`src/rtl/commit_perf_monitor.sv`:
```
// Commit-stage performance monitor: counts run cycles, micro-ops and RISC-V ops, and flags goal/timeout end conditions.
// Optional COMMIT_PERF_SATURATE_EN: counters saturate at all-ones instead of wrapping.
module commit_perf_monitor #(
  parameter int unsigned COMMIT_WIDTH   = 2,
  parameter int unsigned PC_WIDTH       = 32,
  parameter int unsigned GOAL_CMP_WIDTH = 16,
  parameter int unsigned CNT_WIDTH      = 32
) (
  input  logic                             clk,
  input  logic                             rst,
  input  logic                             start,
  input  logic                             clear,
  input  logic [COMMIT_WIDTH-1:0]          commit,
  input  logic [COMMIT_WIDTH-1:0]          commitFirstMop,
  input  logic [COMMIT_WIDTH*PC_WIDTH-1:0] commitPC,
  input  logic                             goalEnable,
  input  logic [PC_WIDTH-1:0]              goalPC,
  input  logic [CNT_WIDTH-1:0]             maxCycles,
  output logic [CNT_WIDTH-1:0]             cycleCount,
  output logic [CNT_WIDTH-1:0]             microOpCount,
  output logic [CNT_WIDTH-1:0]             riscvOpCount,
  output logic [PC_WIDTH-1:0]              lastCommittedPC,
  output logic                             goalReached,
  output logic                             timeout,
  output logic                             done
);

  localparam int unsigned LANE_W = $clog2(COMMIT_WIDTH + 1);

  typedef enum logic [1:0] {IDLE, RUN, GOAL, TIMEOUT} state_t;

  state_t                 state;
  logic [LANE_W-1:0]      mop_cnt;
  logic [LANE_W-1:0]      rv_cnt;
  logic                   any_commit;
  logic                   goal_hit;
  logic [PC_WIDTH-1:0]    last_pc_c;
  logic [CNT_WIDTH-1:0]   cycle_next;
  logic                   timeout_hit;
  logic                   unused_goal_hi;

  // Only the low goal bits take part in the compare.
  assign unused_goal_hi = ^goalPC[PC_WIDTH-1:GOAL_CMP_WIDTH];

  function automatic logic [CNT_WIDTH-1:0] cnt_add(input logic [CNT_WIDTH-1:0] a,
                                                   input logic [CNT_WIDTH-1:0] b);
`ifdef COMMIT_PERF_SATURATE_EN
    logic [CNT_WIDTH:0] sum;
    sum = {1'b0, a} + {1'b0, b};
    return sum[CNT_WIDTH] ? '1 : sum[CNT_WIDTH-1:0];
`else
    return a + b;
`endif
  endfunction

  // Per-cycle lane reduction: popcounts, highest committing PC, goal match.
  always_comb begin
    mop_cnt    = '0;
    rv_cnt     = '0;
    any_commit = 1'b0;
    goal_hit   = 1'b0;
    last_pc_c  = lastCommittedPC;
    for (int i = 0; i < COMMIT_WIDTH; i++) begin
      if (commit[i]) begin
        mop_cnt    = mop_cnt + LANE_W'(1);
        any_commit = 1'b1;
        last_pc_c  = commitPC[i*PC_WIDTH +: PC_WIDTH];
        if (commitFirstMop[i]) rv_cnt = rv_cnt + LANE_W'(1);
        if (goalEnable && (commitPC[i*PC_WIDTH +: GOAL_CMP_WIDTH] == goalPC[GOAL_CMP_WIDTH-1:0]))
          goal_hit = 1'b1;
      end
    end
  end

  assign cycle_next  = cnt_add(cycleCount, CNT_WIDTH'(1));
  assign timeout_hit = (maxCycles != '0) && (cycle_next == maxCycles);
  assign done        = (state == GOAL) || (state == TIMEOUT);

  // State and counters; clear overrides everything except reset.
  always_ff @(posedge clk or posedge rst) begin
    if (rst) begin
      state           <= IDLE;
      cycleCount      <= '0;
      microOpCount    <= '0;
      riscvOpCount    <= '0;
      lastCommittedPC <= '0;
      goalReached     <= 1'b0;
      timeout         <= 1'b0;
    end else if (clear) begin
      state           <= IDLE;
      cycleCount      <= '0;
      microOpCount    <= '0;
      riscvOpCount    <= '0;
      lastCommittedPC <= '0;
      goalReached     <= 1'b0;
      timeout         <= 1'b0;
    end else begin
      case (state)
        IDLE: if (start) state <= RUN;
        RUN: begin
          cycleCount   <= cycle_next;
          microOpCount <= cnt_add(microOpCount, CNT_WIDTH'(mop_cnt));
          riscvOpCount <= cnt_add(riscvOpCount, CNT_WIDTH'(rv_cnt));
          if (any_commit) lastCommittedPC <= last_pc_c;
          // Goal takes precedence when both end conditions land together.
          if (goal_hit) begin
            goalReached <= 1'b1;
            state       <= GOAL;
          end else if (timeout_hit) begin
            timeout <= 1'b1;
            state   <= TIMEOUT;
          end
        end
        default: state <= state;
      endcase
    end
  end

endmodule

```
`config.mk`:
```
export PLATFORM = sky130hd
export DESIGN_NAME = commit_perf_monitor
export DESIGN_NICKNAME = d
export VERILOG_FILES = /design/src/rtl/commit_perf_monitor.sv
export SDC_FILE = /design/constraint.sdc
export NUM_CORES = 1
export LEC_CHECK = 0
export ABC_AREA = 1
export CAP_MARGIN = 10
export CORE_ASPECT_RATIO = 1.25
export CORE_UTILIZATION = 35
export DETAILED_ROUTE_END_ITERATION = 6
export HOLD_SLACK_MARGIN = 0.06
export PLACE_DENSITY = 0.72
export SLEW_MARGIN = 10
export SYNTH_ARGS = -nofsm -noshare
export SYNTH_HDL_FRONTEND = slang
export SYNTH_SLANG_ARGS = --single-unit
```
`constraint.sdc`:
```
create_clock -name clk -period 5.25 [get_ports clk]
set_input_delay 0.525 -clock clk [delete_from_list [all_inputs] [get_ports clk]]
set_output_delay 0.525 -clock clk [all_outputs]
set_load 0.02 [all_outputs]
```
==> key figures, run 1 <==
Synthesis
  – Sequential area share after synthesis: 37.9%
  – Share of synthesized registers carrying an async set or reset: 100%
  – Leading register cell type out of synthesis: sky130_fd_sc_hd__dfrtp_1
  – Synthesis-stage register bit count: 132
  – Number of flops mapped to enable cells by yosys: 0
  – Post-Syn Area: 0.00871 mm^2
  – Number of instances in the synthesized netlist: 1246
  – Post-Syn Area per Cell: 6.99 um^2
  – Number of nets in the synthesized netlist: 1393
  – Yosys warnings: 0
  – Distinct cell type count of the synthesized netlist: 49

Floorplan
  – Die extent in y: 178 um
  – Area enclosed by the die boundary: 0.0255 mm^2
  – Die Span X: 143 um
  – Effective utilization at floorplan: 35.7%
  – Number of top-level pins: 268
  – Number of rows created at floorplan: 64
  – Core footprint: 0.0244 mm^2

Critical path
  – Worst-path cell chain: clkdlybuf4s50_1 > nand2_1 > inv_1 > ha_1 > nand2_1 > o21ai_0 > ha_1 > fa_1 > nand2_1 > inv_1 > nand3_1 > nor2_1 > nand4_1 > nor2_1 > nand2_1 > nor2_1 > nand2_1 > nor2_2 > nand2_1 > o21ai_1 > a21oi_1
  – Maximum fanout count along the critical path: 5
  – Reg-to-reg setup timing slack: 2.53 ns
  – Worst-case reg-to-reg path depth: 6
  – Startpoint kind of the worst setup timing path: primary input
  – RR Endpoint: lastCommittedPC[16]
  – CP Data Arrival Time: 3.72 ns
  – Slowest stage cell on the critical path: sky130_fd_sc_hd__clkdlybuf4s50_1
  – Crit path required time: 5.56 ns
  – R2r startpoint: state[1]
  – Class of the most critical setup path: primary input to flop
  – Cell occurring most often along the worst timing path: sky130_fd_sc_hd__nand2_1
  – Nature of the critical path endpoint: flop
  – Crit-path max cell delay: 0.49 ns

Routing
  – Vias: 9282
  – Iteration-0 DRC count of the detailed router: 595
  – Residual DRC: 0
  – Wirelength per Cell: 15.5 um
  – ANT nets after route: 0
  – Wirelength, routed: 28.5 mm
  – Number of vias per cell after detailed routing: 5.06
  – First-pass iteration count of the detailed router: 5

Clock network
  – CTS buffer count: 17
  – Deepest clock path buffer count: 2
  – Number of sinks handled by clock tree synthesis: 132
  – H-tree levels: 4
  – Post-CTS resize count: 0
  – Source-to-sink clock delay at the later pin of the worst-skew pair: 0.43 ns
  – Clock tree from TritonCTS: done
  – Number of hold-repair buffers added at the cts stage: 0
  – Clock-pin slew on the worst setup and hold paths: 0.06 ns
  – CTS root buf: sky130_fd_sc_hd__clkbuf_16
  – Total setup buffers inserted after CTS: 0

STA
  – RSZ-0062 raised after global routing: no
  – Post-route fraction of the period consumed by the critical path: 65.1%
  – Count of final hold-check violations: 0
  – Final setup violating endpoints: 0
  – Max-slew headroom: 28.7%
  – Maximum clock skew at final layout: 0.0199 ns
  – Total negative slack: 0 ns
  – Final setup margin: 1.83 ns
  – Measured slew at the worst slew-check pin: 1.07 ns
  – Final max-slew violation count: 0
  – Min cycle time layout: 3.42 ns
  – Fmax: 293 MHz

Placed design
  – Post-Place Cells: 1804
  – Port Buf Inserts: 251
  – Final weighted congestion of routability-driven global placement: 0.896
  – Minimum setup slack after placement: 1.40 ns
  – Post-DP HPWL: 21.4 mm

Final layout
  – Most frequent cells in the layout: 347 x sky130_fd_sc_hd__nand2_1, 251 x sky130_fd_sc_hd__clkdlybuf4s50_1, 162 x sky130_fd_sc_hd__inv_1
  – Most common library cell in the layout ignoring fill and taps: sky130_fd_sc_hd__nand2_1
  – Final Net Count: 1640
  – Diode insertion count for antenna repair: 0
  – Area growth from synthesis to layout: 40.2%
  – Utilization after layout: 50.0%
  – Post-layout instance count excluding filler cells: 1836
  – Fraction of final layout cells sized beyond drive strength 1: 6.24%

GRT
  – Number of global-route vias before repair: 8867
  – Global-route wire length before repair: 44.7 mm
  – Number of antenna violations at the first check in global routing: 0
  – Remaining Overflow, GRT: 0
  – Gr usage total: 22.5%
  – Largest net degree at the start of global routing: 86

Power
  – Static Leakage: 5.23 nW
  – Power density over the cells: 251 mW/mm^2
  – Peak supply drop: 0.234 mV

Job
  – Number of max-cap violations: 0

Min path
  – Min-Delay Startpoint: riscvOpCount[31]
  – Depth of the worst hold-timing path: 1
  – Worst hold endpoint: riscvOpCount[31]
  – Worst hold-check path type: flop to flop

Status
  – Result of the run: finished, final reports clean
==> final cells by class <==
type,instances,area [um^2]
clock inverter,14,188
clock buffer,18,439
tap,330,413
multi-input combinational,916,4660
fill,2373,12200
sequential,132,3300
inverter,167,632
timing repair buffer,259,2570
==> worst max-delay path, delay by kind of cell <==
family,cells,cell delay (ns)
and+or+nand+nor,12,1.62
AOI/OAI and AO/OA,3,0.27
adders and majority gates,3,0.71
buffers and inverters,3,0.62
==> state kept, by name (all words and copies together) (netlist names) <==
name	cells
cycleCount	32
riscvOpCount	32
microOpCount	32
state	2
lastCommittedPC	32
timeout	1
goalReached	1
==> metal layers <==
layer,wire length [um],track usage [%],vias to the layer above
met5,0,0,-
met2,14300,38.9,323
met1,12000,27.5,4323
met4,895,9.50,0
li1,-,-,4581
met3,1360,3.87,55
==> power breakdown <==
group          internal, W  leakage [nW]  switching (W)
clock network     0.000775         0.298       0.000516
registers          0.00107          1.82      0.0000419
logic             0.000283          3.12       0.000372
total              0.00213          5.23       0.000930
==> cells by family after synthesis <==
family                   count (synthesis)  share of synthesized area [%]
multiplexers                            22                           2.85
flip-flops                             132                           37.9
AO/OA/AOI/OAI                          183                           12.1
adder cells (fa/ha/maj)                 10                           1.61
XOR/XNOR                                24                           2.90
AND/OR/NAND/NOR                        677                           34.0
buffers and inverters                  198                           8.58
==> cell usage after synthesis, types with 17 or more instances <==
library cell                 n  share of area (%)
sky130_fd_sc_hd__a21oi_1    63                3.6
sky130_fd_sc_hd__clkbuf_1   25                1.1
sky130_fd_sc_hd__dfrtp_1   132                 38
sky130_fd_sc_hd__inv_1     163                7.0
sky130_fd_sc_hd__mux2_2     22                2.8
sky130_fd_sc_hd__nand2_1   347                 15
sky130_fd_sc_hd__nand3_1   101                5.8
sky130_fd_sc_hd__nand4_1    17                1.2
sky130_fd_sc_hd__nor2_1    132                5.7
sky130_fd_sc_hd__nor3_1     30                1.7
sky130_fd_sc_hd__o21ai_0    63                3.6
==> per-stage QoR <==
step / hold slack [ns] / power [W] / area (um^2)
after floorplan: 0.441 / 0.00146 / 8710
after detailed placement: 0.459 / 0.00179 / 11600
after CTS: 0.470 / 0.00309 / 12200
final: 0.465 / 0.00306 / 12200
after global routing: 0.483 / 0.00319 / 12200
after global placement: 0.455 / 0.00178 / 11600
==> worst max-delay path by stage <==
stage,start,end,depth (start not counted),slack [ns]
3_3_place_gp,commit[0],riscvOpCount[30],21,1.44
6_report,commit[0],riscvOpCount[30],21,1.83
5_1_grt,commit[0],riscvOpCount[30],21,1.51
4_1_cts,commit[0],riscvOpCount[30],21,1.83
3_5_place_dp,commit[0],riscvOpCount[30],21,1.40
2_1_floorplan,rst,cycleCount[0],1,1.20
No activity file was read; power rests on OpenSTA's default activity.
==> run 2, diff against run 1 <==
--- a/config.mk
+++ b/config.mk
@@ -11,7 +11,7 @@
 export CORE_UTILIZATION = 35
 export DETAILED_ROUTE_END_ITERATION = 6
 export HOLD_SLACK_MARGIN = 0.06
-export PLACE_DENSITY = 0.72
+export PLACE_DENSITY = 0.74
 export SLEW_MARGIN = 10
 export SYNTH_ARGS = -nofsm -noshare
 export SYNTH_HDL_FRONTEND = slang
==> constraint.sdc (replaced) <==
create_clock -name clk -period 2.9 [get_ports clk]
set_input_delay 0.29 -clock clk [delete_from_list [all_inputs] [get_ports clk]]
set_output_delay 0.29 -clock clk [all_outputs]
set_load 0.02 [all_outputs]
==> run 2 against run 1 <==
Clock skew is 0.0016 ns lower. Critical path depth fell by 4. Clock-buffer cell count rose by 1. Global-route usage increased by 0.14 points. Flip-flop and latch count stayed put. Combinational power grew 88%. First-iteration DRC count fell by 15%. Register-to-register slack got worse by 2.2 ns. Die area did not move. Design area increased by 2.5%.
==> key figures, run 2 (synthesized netlist as in run 1, its figures left out) <==
Floorplan
  – Number of rows created at floorplan: 64 (unchanged)
  – Effective utilization at floorplan: 35.7% (unchanged)
  – Die extent in y: 178 um (unchanged)
  – Die Span X: 143 um (unchanged)
  – Core footprint: 0.0244 mm^2 (unchanged)
  – Number of top-level pins: 268 (unchanged)
  – Area enclosed by the die boundary: 0.0255 mm^2 (unchanged)

Routing
  – Number of vias per cell after detailed routing: 5.03 (-0.52%)
  – Iteration-0 DRC count of the detailed router: 503 (-15%)
  – Residual DRC: 0 (unchanged)
  – Wirelength, routed: 28.9 mm (+1.4%)
  – Wirelength per Cell: 15.4 um (-0.48%)
  – First-pass iteration count of the detailed router: 5 (unchanged)
  – ANT nets after route: 0 (unchanged)
  – Vias: 9410 (+1.4%)

Critical path
  – Crit-path max cell delay: 0.43 ns (-0.06 ns)
  – Crit. Startpoint: commitFirstMop[1]
  – Worst-case reg-to-reg path depth: 16 (+10)
  – Reg-to-reg setup timing slack: 0.33 ns (-2.20 ns)
  – Crit path required time: 3.20 ns (-2.36 ns)
  – Slowest stage cell on the critical path: sky130_fd_sc_hd__clkdlybuf4s50_1
  – CP Data Arrival Time: 3.02 ns (-0.70 ns)
  – Cell family contributing the most delay on the critical path: simple AND/OR/NAND/NOR gates
  – Number of buffer and inverter stages on the critical path: 3 (unchanged)
  – Nature of the critical path endpoint: flop
  – RR Endpoint: state[0]
  – Startpoint kind of the worst setup timing path: primary input
  – Maximum fanout count along the critical path: 5 (unchanged)
  – Worst-path cell chain: clkdlybuf4s50_1 > ha_1 > nand2_1 > o21ai_1 > ha_2 > fa_2 > nand2_1 > inv_1 > nand3_2 > nor2_4 > nand4_1 > nor2_2 > nand2_2 > nor2_2 > nand2_2 > buf_4 > o221a_2
  – Class of the most critical setup path: primary input to flop
  – R2r startpoint: cycleCount[0]

Power
  – Peak supply drop: 0.373 mV (+60%)
  – Share of total power in combinational logic: 22.8% (+1.4 points)
  – Switching share of power: 30.0% (-0.37 points)
  – Power density over the cells: 431 mW/mm^2 (+72%)
  – Clk network pwr share: 39.8% (-2.4 points)
  – Part of the total power dissipated in sequential elements: 37.5% (+1.1 points)
  – Static Leakage: 5.42 nW (+3.6%)
  – Design Power: 0.00539 W (+76%)
  – Int Pwr: 0.00377 W (+77%)
  – Psw: 0.00162 W (+74%)

STA
  – Final setup margin: 0.182 ns (-1.65 ns)
  – Count of final hold-check violations: 0 (unchanged)
  – Max-slew headroom: 38.3% (+9.5 points)
  – Maximum clock skew at final layout: 0.0183 ns (-0.00157 ns)
  – Measured slew at the worst slew-check pin: 0.920 ns (-0.149 ns)
  – Final max-slew violation count: 0 (unchanged)
  – Min cycle time layout: 2.72 ns
  – RSZ-0062 raised after global routing: no
  – Post-route fraction of the period consumed by the critical path: 93.7%
  – Final setup violating endpoints: 0 (unchanged)
  – Fmax: 368 MHz

Placed design
  – Port Buf Inserts: 251 (unchanged)
  – Post-Place Cells: 1835 (+1.7%)
  – Minimum setup slack after placement: -0.480 ns (-1.88 ns)
  – Post-DP HPWL: 22.0 mm (+3.1%)
  – Final weighted congestion of routability-driven global placement: 0.900 (+0.45%)

Clock network
  – Deepest clock path buffer count: 2 (unchanged)
  – CTS root buf: sky130_fd_sc_hd__clkbuf_16
  – H-tree levels: 4 (unchanged)
  – CTS buffer count: 17 (unchanged)
  – Clock-pin slew on the worst setup and hold paths: 0.06 ns (about the same)
  – Clock tree from TritonCTS: done
  – Number of sinks handled by clock tree synthesis: 132 (unchanged)
  – Number of hold-repair buffers added at the cts stage: 0 (unchanged)
  – Source-to-sink clock delay at the later pin of the worst-skew pair: 0.43 ns (about the same)

Job
  – Number of max-cap violations: 0 (unchanged)

GRT
  – Number of global-route vias before repair: 9121 (+2.9%)
  – Global-route wire length before repair: 45.3 mm (+1.3%)
  – Remaining Overflow, GRT: 0 (unchanged)
  – Gr usage total: 22.7% (+0.14 points)
  – Largest net degree at the start of global routing: 61 (-29%)
  – Number of antenna violations at the first check in global routing: 1 (+1)

Final layout
  – Most frequent cells in the layout: 344 x sky130_fd_sc_hd__nand2_1, 249 x sky130_fd_sc_hd__clkdlybuf4s50_1, 162 x sky130_fd_sc_hd__inv_1
  – Layout fillers: 2366 (-0.29%)
  – Final Net Count: 1676 (+2.2%)
  – Most common library cell in the layout ignoring fill and taps: sky130_fd_sc_hd__nand2_1
  – Area growth from synthesis to layout: 43.6%
  – Post-layout instance count excluding filler cells: 1871 (+1.9%)
  – Diode insertion count for antenna repair: 0 (unchanged)
  – Fraction of final layout cells sized beyond drive strength 1: 8.89% (+2.6 points)

Status
  – Result of the run: finished, final reports clean

Min path
  – Worst hold-check path type: primary input to asynchronous set/reset pin
==> run 2: worst register-to-register path: stages (launching register included) <==
cell                      delay [ns]
sky130_fd_sc_hd__dfrtp_1        0.44
sky130_fd_sc_hd__ha_1           0.24
sky130_fd_sc_hd__nand2_2        0.12
sky130_fd_sc_hd__nor2_8         0.16
sky130_fd_sc_hd__nand2_2        0.10
sky130_fd_sc_hd__nor2_4         0.23
sky130_fd_sc_hd__nand3_1        0.13
sky130_fd_sc_hd__nand3_1        0.12
sky130_fd_sc_hd__nand2_1        0.06
sky130_fd_sc_hd__nor2_1         0.19
sky130_fd_sc_hd__nand2_1        0.11
sky130_fd_sc_hd__nor2_2         0.20
sky130_fd_sc_hd__nand3_1        0.10
sky130_fd_sc_hd__nand2_1        0.10
sky130_fd_sc_hd__nand2_1        0.06
sky130_fd_sc_hd__nand2_1        0.05
sky130_fd_sc_hd__nand2_1        0.05
==> run 2: how the worst max path moves through the flow <==
stage | to | slack (ns) | cells past startpoint
global placement | riscvOpCount[30] | -0.44 | 21
CTS | riscvOpCount[30] | 0.02 | 21
floorplan | riscvOpCount[30] | 0.16 | 19
detailed placement | riscvOpCount[30] | -0.48 | 21
global route | riscvOpCount[30] | 0.02 | 19
finish | riscvOpCount[26] | 0.18 | 17
==> run 2: power by group through the flow <==
stage | sequential [W] | clock (W) | combinational [W]
4_1_cts | 0.00202 | 0.00220 | 0.00123
3_3_place_gp | 0.00205 | 0 | 0.00122
3_5_place_dp | 0.00205 | 0 | 0.00123
5_1_grt | 0.00203 | 0.00228 | 0.00133
2_1_floorplan | 0.00215 | 0 | 0.000500
6_report | 0.00202 | 0.00214 | 0.00123
==> run 2: final cells by class <==
type                    instances  area (um^2)  share of cell area (%)
clock inverters                12          130                    1.04
multi-input cells             916         4690                    37.5
inverters                     167          631                    5.04
repair buffers                295         2900                    23.2
clock buffers                  19          443                    3.54
well taps                     330          413                    3.30
flip-flops and latches        132         3300                    26.4
==> run 2: per-stage QoR <==
stage / hold WS, ns / cell area, um^2 / TNS [ns] / util [%]
4_1_cts: 0.340 / 12400 / 0 / 50.9
2_1_floorplan: 0.441 / 8710 / 0 / -
6_report: 0.335 / 12500 / 0 / 51.2
3_5_place_dp: 0.471 / 11900 / -3.01 / 48.6
5_1_grt: 0.374 / 12500 / 0 / 51.2
3_3_place_gp: 0.454 / 11900 / -2.29 / 48.6
==> run 2: layer usage <==
metal / vias to the layer above / part of all wire [%] / GRT usage (%)
li1: 4651 / - / -
met1: 4422 / 42 / 27.7
met2: 276 / 50 / 39.5
met3: 59 / 4.7 / 3.22
met4: 2 / 3.2 / 9.90
met5: - / 0.045 / 0
==> run 2: repair_timing <==
| action | CTS | global route |
|---|---|---|
| setup buffers | 0 | 5 |
| endpoints found under the setup margin | 1 | 9 |
| resized for setup | 1 | 12 |
| pin swaps | 0 | 7 |
==> run 3, diff against run 2 <==
--- a/config.mk
+++ b/config.mk
@@ -8,10 +8,10 @@
 export ABC_AREA = 1
 export CAP_MARGIN = 10
 export CORE_ASPECT_RATIO = 1.25
-export CORE_UTILIZATION = 35
+export CORE_UTILIZATION = 43
 export DETAILED_ROUTE_END_ITERATION = 6
 export HOLD_SLACK_MARGIN = 0.06
-export PLACE_DENSITY = 0.74
+export PLACE_DENSITY = 0.86
 export SLEW_MARGIN = 10
 export SYNTH_ARGS = -nofsm -noshare
 export SYNTH_HDL_FRONTEND = slang
==> run 3 against run 2 <==
Flip-flop and latch count stayed put. Critical path type unchanged. Critical endpoint is now riscvOpCount[30]. Largest power group unchanged. First-iteration DRC count is 47% higher. Worst hold slack worse by 0.053 ns. Via count is 2.3% higher. Wire length is 1.3% lower.
==> key figures, run 3 (synthesized netlist as in run 1, its figures left out) <==
Status
  – Result of the run: finished, final reports clean

GRT
  – Number of global-route vias before repair: 9386 (+2.9%)
  – Gr usage total: 27.7% (+5.0 points)
  – Largest net degree at the start of global routing: 63 (+3.3%)
  – Remaining Overflow, GRT: 0 (unchanged)
  – Number of antenna violations at the first check in global routing: 0 (-1)
  – Global-route wire length before repair: 45.4 mm (+0.32%)

Routing
  – Wirelength per Cell: 15.8 um (+2.6%)
  – Iteration-0 DRC count of the detailed router: 741 (+47%)
  – First-pass iteration count of the detailed router: 5 (unchanged)
  – Residual DRC: 0 (unchanged)
  – Number of vias per cell after detailed routing: 5.35 (+6.4%)
  – Vias: 9631 (+2.3%)
  – Wirelength, routed: 28.5 mm (-1.3%)
  – ANT nets after route: 0 (unchanged)

Final layout
  – Final Net Count: 1669 (-0.42%)
  – Area growth from synthesis to layout: 42.4%
  – Diode insertion count for antenna repair: 0 (unchanged)
  – Post-layout instance count excluding filler cells: 1800 (-3.8%)
  – Most frequent cells in the layout: 343 x sky130_fd_sc_hd__nand2_1, 250 x sky130_fd_sc_hd__clkdlybuf4s50_1, 161 x sky130_fd_sc_hd__inv_1
  – Most common library cell in the layout ignoring fill and taps: sky130_fd_sc_hd__nand2_1
  – Fraction of final layout cells sized beyond drive strength 1: 8.93% (+0.035 points)

Floorplan
  – Area enclosed by the die boundary: 0.0208 mm^2 (-18%)
  – Core footprint: 0.0196 mm^2 (-20%)
  – Number of top-level pins: 268 (unchanged)
  – Die Span X: 129 um (-9.6%)
  – Die extent in y: 161 um (-9.7%)
  – Number of rows created at floorplan: 57 (-11%)
  – Effective utilization at floorplan: 44.4% (+8.7 points)

Power
  – Int Pwr: 0.00377 W (about the same)
  – Design Power: 0.00542 W (+0.72%)
  – Psw: 0.00166 W (+2.6%)
  – Peak supply drop: 0.342 mV (-8.4%)
  – Clk network pwr share: 40.1% (+0.3 points)
  – Part of the total power dissipated in sequential elements: 37.2% (-0.3 points)
  – Share of total power in combinational logic: 22.7% (about the same)
  – Static Leakage: 5.38 nW (-0.84%)
  – Switching share of power: 30.6% (+0.57 points)
  – Power density over the cells: 437 mW/mm^2 (+1.6%)

STA
  – Final max-slew violation count: 0 (unchanged)
  – Min Hold Slack: 0.282 ns (-0.0526 ns)
  – Fmax: 364 MHz (-1.0%)
  – Post-route fraction of the period consumed by the critical path: 94.7% (+0.96 points)
  – Count of final hold-check violations: 0 (unchanged)
  – Measured slew at the worst slew-check pin: 0.905 ns (-0.0150 ns)
  – RSZ-0062 raised after global routing: yes
  – Min cycle time layout: 2.75 ns (+0.0278 ns)
  – Final setup violating endpoints: 0 (unchanged)
  – Max-slew headroom: 39.3% (+1.0 points)
  – Maximum clock skew at final layout: 0.0119 ns (-0.00645 ns)

Critical path
  – R2r startpoint: cycleCount[0]
  – Worst-path cell chain: clkdlybuf4s50_1 > nand2_2 > inv_1 > ha_1 > nand2_1 > o21ai_2 > ha_2 > fa_2 > nand2_1 > inv_2 > nand3_2 > nor2_4 > nand4_1 > nor2_2 > nand2_2 > nor2_2 > nand2_2 > nor2_4 > nand2_2 > o21ai_2 > a21oi_1
  – Worst-case reg-to-reg path depth: 16 (unchanged)
  – Reg-to-reg setup timing slack: 0.36 ns (+0.03 ns)
  – CP Data Arrival Time: 3.05 ns (+0.03 ns)
  – Cell family contributing the most delay on the critical path: simple AND/OR/NAND/NOR gates
  – Number of buffer and inverter stages on the critical path: 3 (unchanged)
  – Crit path required time: 3.21 ns (about the same)
  – Class of the most critical setup path: primary input to flop
  – RR Endpoint: state[0]
  – Startpoint kind of the worst setup timing path: primary input
  – Slowest stage cell on the critical path: sky130_fd_sc_hd__clkdlybuf4s50_1
  – Crit-path max cell delay: 0.42 ns (about the same)
  – Cell occurring most often along the worst timing path: sky130_fd_sc_hd__nand2_2
  – Maximum fanout count along the critical path: 5 (unchanged)
  – Nature of the critical path endpoint: flop

Clock network
  – Clock tree from TritonCTS: done
  – Deepest clock path buffer count: 2 (unchanged)
  – Source-to-sink clock delay at the later pin of the worst-skew pair: 0.42 ns (about the same)
  – Number of sinks handled by clock tree synthesis: 132 (unchanged)
  – Clock-pin slew on the worst setup and hold paths: 0.06 ns (about the same)
  – H-tree levels: 4 (unchanged)
  – CTS root buf: sky130_fd_sc_hd__clkbuf_16
  – Number of hold-repair buffers added at the cts stage: 0 (unchanged)
  – CTS buffer count: 17 (unchanged)

Job
  – Number of max-cap violations: 0 (unchanged)

Placed design
  – Port Buf Inserts: 251 (unchanged)
  – Final weighted congestion of routability-driven global placement: 0.908 (+0.96%)
  – Post-Place Cells: 1764 (-3.9%)
  – Post-DP HPWL: 21.5 mm (-2.4%)

Min path
  – Worst hold-check path type: primary input to asynchronous set/reset pin
[run 3: cell count changes in the layout (fill, tap and decap cells not counted), sizes merged]
| cell | change |
|---|---|
| dlymetal6s2s | -1 |
| inv | +4 |
| buf | -7 |
| clkdlybuf4s50 | +1 |
| clkinv | -4 |
| clkinvlp | +1 |
[run 3: cell type report]
class                   count  area [um^2]
clock buffers              19          433
clock inverters            13          145
fillers                  1642         7210
inverters                 167          631
multi-input cells         916         4720
flip-flops and latches    132         3300
well taps                 265          332
repair buffers            288         2840
[run 3: worst register-to-register path, cell delays in order (launching register included)]
cell and delay, ns:
sky130_fd_sc_hd__dfrtp_1 0.44, sky130_fd_sc_hd__ha_1 0.24, sky130_fd_sc_hd__nand2_2 0.13, sky130_fd_sc_hd__nor2_8 0.17
sky130_fd_sc_hd__nand3_1 0.19, sky130_fd_sc_hd__inv_2 0.15, sky130_fd_sc_hd__nand3_1 0.09, sky130_fd_sc_hd__nand3_1 0.13
sky130_fd_sc_hd__nand2_1 0.06, sky130_fd_sc_hd__nor2_1 0.19, sky130_fd_sc_hd__nand2_1 0.10, sky130_fd_sc_hd__nor2_2 0.18
sky130_fd_sc_hd__nand3_1 0.09, sky130_fd_sc_hd__nand2_1 0.12, sky130_fd_sc_hd__nand2_1 0.06, sky130_fd_sc_hd__nand2_1 0.05
sky130_fd_sc_hd__nand2_1 0.04
[run 3: power groups by stage]
| stage | logic [W] | registers [W] | clock network [W] |
|---|---|---|---|
| 3_3_place_gp | 0.00120 | 0.00204 | 0 |
| 3_5_place_dp | 0.00122 | 0.00205 | 0 |
| 5_1_grt | 0.00133 | 0.00203 | 0.00228 |
| 2_1_floorplan | 0.000500 | 0.00215 | 0 |
| 6_report | 0.00123 | 0.00202 | 0.00217 |
| 4_1_cts | 0.00123 | 0.00202 | 0.00221 |
[run 3: metrics by stage]
| stage | setup TNS (ns) | utilization [%] | worst slack (ns) | instance area (um^2) |
|---|---|---|---|---|
| floorplan | 0 | - | 0.163 | 8710 |
| global placement | -1.24 | 59.8 | -0.323 | 11700 |
| detailed placement | -2.45 | 59.8 | -0.472 | 11700 |
| CTS | 0 | 62.8 | 0.0101 | 12300 |
| global route | -0.109 | 63.2 | -0.0570 | 12400 |
| finish | 0 | 63.2 | 0.154 | 12400 |
[run 3: worst max path at each step]
stage,startpoint,to,slack [ns],cells after the start
6_report,commitFirstMop[0],riscvOpCount[30],0.15,21
3_5_place_dp,commit[0],riscvOpCount[30],-0.47,21
5_1_grt,commitFirstMop[0],riscvOpCount[30],-0.06,21
3_3_place_gp,commit[0],riscvOpCount[30],-0.32,21
2_1_floorplan,commit[1],riscvOpCount[30],0.16,19
4_1_cts,commit[0],riscvOpCount[30],0.01,21
[run 3: routing by layer]
| layer | wire (um) | GRT usage, % | vias up |
|---|---|---|---|
| li1 | - | - | 4630 |
| met1 | 11100 | 33.0 | 4459 |
| met2 | 14400 | 47.8 | 444 |
| met3 | 1860 | 4.57 | 98 |
| met4 | 1150 | 14.0 | 0 |
| met5 | 0 | 0 | - |
[run 3: repair_timing]
item / in CTS / in global routing
setup endpoints to repair: 1 / 10
pin swaps: 0 / 5
buffers inserted: 0 / 4
gates resized for setup: 1 / 19
